`config.mk`:
```
export PLATFORM = sky130hd
export DESIGN_NAME = dmem_dual_issue_arbiter
export DESIGN_NICKNAME = d
export VERILOG_FILES = /design/src/rtl/dmem_arb_pkg.sv /design/src/rtl/dmem_dual_issue_arbiter.sv
export SDC_FILE = /design/constraint.sdc
export NUM_CORES = 1
export LEC_CHECK = 0
export CAP_MARGIN = 20
export CORE_ASPECT_RATIO = 2
export CORE_MARGIN = 2
export CORE_UTILIZATION = 43
export DETAILED_ROUTE_END_ITERATION = 10
export GPL_ROUTABILITY_DRIVEN = 0
export HOLD_SLACK_MARGIN = 0.08
export PLACE_DENSITY_LB_ADDON = 0.25
export REMOVE_ABC_BUFFERS = 1
export SLEW_MARGIN = 20
export SYNTH_ARGS = -nofsm -noshare
export SYNTH_HDL_FRONTEND = slang
export SYNTH_SLANG_ARGS = --single-unit
```
`constraint.sdc`:
```
create_clock -name clk -period 5.7 [get_ports clk]
set_clock_uncertainty 0.2 [all_clocks]
set_input_delay 1.14 -clock clk [delete_from_list [all_inputs] [get_ports clk]]
set_output_delay 1.14 -clock clk [all_outputs]
set_load 0.02 [all_outputs]
```
`src/rtl/dmem_arb_pkg.sv`:
```
// Shared types for the dual-issue data-memory arbiter.
package dmem_arb_pkg;

  localparam int ADDR_W = 32;
  localparam int DATA_W = 32;

  // FSM: IDLE serves live lanes; SERVE_B replays the buffered lane-B access.
  typedef enum logic [0:0] {
    IDLE    = 1'b0,
    SERVE_B = 1'b1
  } state_e;

  // One lane's memory request at the default widths.
  typedef struct packed {
    logic              rd;
    logic              wr;
    logic [ADDR_W-1:0] addr;
    logic [DATA_W-1:0] wdata;
  } dmem_req_t;

endpackage

```
`src/rtl/dmem_dual_issue_arbiter.sv`:
```
// Single-port data memory arbiter for the two MEM-stage issue lanes.
// Lane A (older) goes first; a dual access stalls one cycle and lane B is
// replayed from a buffer, with both load results presented on release.
// Optional macro DMEM_STORE_FWD_EN: same-address A-store/B-load and
// A-load/B-load pairs complete in one cycle without a stall.
// Handshake: there is no valid/ready; a lane request is accepted when
// mem_stall is low at the clock edge, and the pipeline holds both lanes
// steady while mem_stall is high.
module dmem_dual_issue_arbiter
  import dmem_arb_pkg::*;
#(
  parameter int ADDR_W = dmem_arb_pkg::ADDR_W,
  parameter int DATA_W = dmem_arb_pkg::DATA_W
) (
  input  logic              clk,
  input  logic              rst_n,
  input  logic              a_mem_read,
  input  logic              a_mem_write,
  input  logic [ADDR_W-1:0] a_addr,
  input  logic [DATA_W-1:0] a_wdata,
  input  logic              b_mem_read,
  input  logic              b_mem_write,
  input  logic [ADDR_W-1:0] b_addr,
  input  logic [DATA_W-1:0] b_wdata,
  output logic              mem_re,
  output logic              mem_we,
  output logic [ADDR_W-1:0] mem_addr,
  output logic [DATA_W-1:0] mem_wdata,
  input  logic [DATA_W-1:0] mem_rdata,
  output logic [DATA_W-1:0] a_rdata,
  output logic [DATA_W-1:0] b_rdata,
  output logic              mem_stall,
  output state_e            dbg_state
);

  state_e            state;
  logic              buf_rd;
  logic              buf_wr;
  logic [ADDR_W-1:0] buf_addr;
  logic [DATA_W-1:0] buf_wdata;
  logic [DATA_W-1:0] a_rdata_q;

  // A lane with both read and write high behaves as a store.
  logic a_rd_eff, b_rd_eff, a_act, b_act, conflict, fwd_st, fwd_ld, stall_req;

  assign a_rd_eff = a_mem_read & ~a_mem_write;
  assign b_rd_eff = b_mem_read & ~b_mem_write;
  assign a_act    = a_mem_read | a_mem_write;
  assign b_act    = b_mem_read | b_mem_write;
  assign conflict = a_act & b_act;

`ifdef DMEM_STORE_FWD_EN
  logic same_addr;
  assign same_addr = (a_addr == b_addr);
  assign fwd_st    = same_addr & a_mem_write & b_rd_eff;
  assign fwd_ld    = same_addr & a_rd_eff & b_rd_eff;
`else
  assign fwd_st = 1'b0;
  assign fwd_ld = 1'b0;
`endif

  assign stall_req = conflict & ~fwd_st & ~fwd_ld;
  assign dbg_state = state;

  // FSM plus lane-B buffer and held lane-A load result.
  always_ff @(posedge clk or negedge rst_n) begin
    if (!rst_n) begin
      state     <= IDLE;
      buf_rd    <= 1'b0;
      buf_wr    <= 1'b0;
      buf_addr  <= '0;
      buf_wdata <= '0;
      a_rdata_q <= '0;
    end else begin
      case (state)
        IDLE: begin
          if (stall_req) begin
            a_rdata_q <= a_rd_eff ? mem_rdata : '0;
            buf_rd    <= b_rd_eff;
            buf_wr    <= b_mem_write;
            buf_addr  <= b_addr;
            buf_wdata <= b_wdata;
            state     <= SERVE_B;
          end
        end
        SERVE_B: begin
          buf_rd <= 1'b0;
          buf_wr <= 1'b0;
          state  <= IDLE;
        end
        default: state <= IDLE;
      endcase
    end
  end

  // Memory bus and lane results; everything reads zero while reset is low.
  always_comb begin
    mem_re    = 1'b0;
    mem_we    = 1'b0;
    mem_addr  = '0;
    mem_wdata = '0;
    a_rdata   = '0;
    b_rdata   = '0;
    mem_stall = 1'b0;
    if (!rst_n) begin
      mem_re = 1'b0;
    end else if (state == SERVE_B) begin
      mem_re    = buf_rd;
      mem_we    = buf_wr;
      mem_addr  = buf_addr;
      mem_wdata = buf_wdata;
      a_rdata   = a_rdata_q;
      b_rdata   = buf_rd ? mem_rdata : '0;
    end else if (a_act) begin
      mem_re    = a_rd_eff;
      mem_we    = a_mem_write;
      mem_addr  = a_addr;
      mem_wdata = a_wdata;
      a_rdata   = a_rd_eff ? mem_rdata : '0;
      if (fwd_st) begin
        b_rdata = a_wdata;
      end else if (fwd_ld) begin
        b_rdata = mem_rdata;
      end
      mem_stall = stall_req;
    end else if (b_act) begin
      mem_re    = b_rd_eff;
      mem_we    = b_mem_write;
      mem_addr  = b_addr;
      mem_wdata = b_wdata;
      b_rdata   = b_rd_eff ? mem_rdata : '0;
    end
  end

  // A lane must never request a load and a store together.
  a_rd_wr_excl: assert property (@(posedge clk) disable iff (!rst_n)
    !(a_mem_read && a_mem_write));
  b_rd_wr_excl: assert property (@(posedge clk) disable iff (!rst_n)
    !(b_mem_read && b_mem_write));

endmodule

```
==> out/results.tsv <==
metric	value	unit
crit path max fanout	32	
CTS tree	done	
Clock Tree Buf Depth	2	
standby leakage power	0.00376	uW
Max VDD drop	0.168	mV
fmax	202	MHz
number of global-route vias before repair	6373	
H-tree Lvls	3	
worst hold path startpoint	buf_wdata[25]	
Seq cells post-synth	99	
Fillers	1233	
hold path cells	1	
routed vias	6431	
clock-pin slew on the worst setup and hold paths	0.08	ns
Num CTS Buffers	9	
Port Buf Inserts	297	
part of the cycle the worst path needs	86.7	%
Post-CTS Hold Fix Bufs	0	
Fin. Hold Viols	0	
# DRC	0	
WP data required	4.36	ns
xor/xnor share of the synthesized area	0	%
Hold Crit Endpoint	buf_wdata[25]	
CTS root buf	clkbuf_16	
post-synthesis cell count	740	
setup violators final	0	
starting density of the core	43.8	%
Setup crit start kind	primary input	
design area	9620	um2
status	finished clean	
synth unique cells	26	
Worst Tran Pin Value	0.784	ns
worst rel slew slack	47.7	%
gr ovfl total	0	
final wirelength	20.3	mm
WL/cell	17.2	um
pin count of the biggest net entering global routing	90	
Synth Area in Compound Gates	20.2	%
largest family of logic cells by synthesized area	compound AO/OA/AOI/OAI gates	
register area	2480	um2
placed insts	1166	
dpl cell area	9310	um2
worst path cell trace	clkdlybuf4s50_1 > nor3b_1 > a21o_1 > and3_1 > clkdlybuf4s50_1	
Iteration-0 DRC Markers	222	
Cell Pwr Density	241	nW/um2
share of the synthesized area in the top cell type	39.7	%
yosys warns	0	
simple logic cell fraction of the synthesized area	15.5	%
Die Area	15600	um2
setup TNS	0	ns
global-route wire length before repair	31.9	mm
number of diodes	0	
Resize count post-CTS	0	
reg-to-reg critical path startpoint	dbg_state	
die height	174	um
Mapped Area	6250	um2
Post-Synth Adder-Cell Area	0	%
nets	1151	
reg2reg setup slack	2.12	ns
DR pass1 iterations	4	
Post-CTS Setup Inserts	0	
max cap viols	0	
final non-filler cell total	1182	
crit path kind	in -> out	
Final ANT Viol Nets	0	
top cell type by total area after synthesis	dfrtp_1	
final max-slew violation count	0	
Crit path top cell by count	clkdlybuf4s50_1	
io pins	298	
R2R Path End	buf_addr[26]	
Mean Syn Cell Area	8.44	um2
post-DR vias/cell	5.44	
top cells by area, synth	dfrtp_1 (40%), mux2_2 (11%), a21oi_1 (10%)	
# rows	62	
Largest stage delay, worst path	0.68	ns
r2r worst-path depth	5	
Sink Count	99	
Multi-input gate area	3290	um2
slowest CP cell	a21o_1	
die width	89.2	um
clock latency on the worst-skew pair	0.33	ns
share of layout cells above drive strength 1	10.1	%
core area	14300	um2
RSZ-0062 raised after global routing	no	
mux share of post-synthesis cell area	16.7	%
CP Data Arrival Time	3.60	ns
Area Overhead vs Synth	53.9	%
post-synthesis sequential area ratio	39.7	%
min Tclk post-route	4.94	ns
GRT Overall Usage	25.8	%
worst min path class	reg -> reg	
HPWL after DPL	14.1	mm
initial antenna violation count	0	
Crit. End Element	output pin	
-- placed cells by master (no fill, tap or decap), types with 2 or more instances in the layout --
cell | netlist | final
buf_4 | 0 | 7
mux2_1 | 2 | 2
clkinv_4 | 0 | 2
a21boi_0 | 33 | 32
clkbuf_16 | 0 | 9
dfrtp_1 | 99 | 98
mux2_2 | 62 | 62
nand3_1 | 96 | 96
buf_12 | 0 | 7
nand2_1 | 64 | 64
inv_1 | 34 | 34
or2_2 | 1 | 2
and3_1 | 33 | 32
a21oi_1 | 130 | 130
clkdlybuf4s50_1 | 0 | 296
mux2i_1 | 32 | 32
o21ai_0 | 66 | 66
-- registers in the layout, summed over array words and instances (netlist names) --
register,flops
buf_wdata,32
dbg_state,1
buf_rd,1
a_rdata_q,32
buf_wr,1
buf_addr,32
-- through the flow --
stage | utilization (%) | hold slack, ns | setup WS [ns] | power (uW)
after CTS | 67.4 | 0.288 | 0.757 | 2330
after floorplan | - | 0.253 | -1.98 | 1310
after detailed placement | 65.2 | 0.271 | 0.761 | 1710
after global routing | 67.4 | 0.307 | 0.602 | 2430
after global placement | 65.2 | 0.265 | 0.875 | 1690
final | 67.4 | 0.287 | 0.756 | 2310
-- where the power goes --
part / total [uW] / switching [uW] / internal, uW / leakage, uW
Combinational: 805 / 394 / 411 / 0.00240
Sequential: 884 / 63.8 / 820 / 0.00121
Clock: 625 / 270 / 355 / 0.000150
Total: 2310 / 728 / 1590 / 0.00376
-- worst max-delay path: cells and delay by family --
kind,cells,cell delay [ns]
buffers and inverters,2,1.17
AO/OA/AOI/OAI,1,0.68
AND/OR/NAND/NOR,2,0.61
-- synthesized netlist by cell type --
cell type and n:
nand3_1 96, a21oi_1 130, nor2_1 2, and3_1 33, o21ai_0 66, clkbuf_1 52, o31a_1 1, or2_1 1
nand2_1 64, a22oi_1 1, a21boi_0 33, a221oi_1 1, mux2_1 2, mux2i_1 32, a21o_1 1, nor2b_1 1
mux2_2 62, buf_2 4, and2_1 1, clkinv_1 1, or2_2 1, buf_1 11, nor3b_1 1, buf_6 10
inv_1 34, dfrtp_1 99
-- metal layers --
layer  vias to the layer above  share of wire [%]  routed length, um  global-route usage [%]
met5                         -                  0                  0                       0
met4                         0                3.4                691                    10.5
met3                        38                6.6               1340                    4.23
met2                       228                 52              10600                    45.2
met1                      3074                 38               7690                    30.1
li1                       3091                  -                  -                       -
-- logic make-up after synthesis --
kind of cell           Yosys count
AOI/OAI and AO/OA              233
buffers and inverters          112
DFF                             99
muxes                           96
and+or+nand+nor                200
-- worst max path at each step --
stage,slack (ns),cells after the start,to,start
final,0.76,5,b_rdata[4],a_mem_write
after CTS,0.76,5,b_rdata[16],a_mem_write
after detailed placement,0.76,5,b_rdata[16],a_mem_write
after global routing,0.60,5,b_rdata[4],a_mem_write
after floorplan,-1.98,3,mem_stall,dbg_state
after global placement,0.87,5,b_rdata[13],a_mem_write
-- cell type report --
cell class	count	area share (%)
Timing Repair Buffer	311	32.9
Clock buffer	11	2.52
Multi-Input combinational cell	529	34.2
Sequential cell	99	25.8
Inverter	35	1.37
Tap cell	192	2.50
Clock inverter	5	0.638
Power figures use the tool's default switching activity.
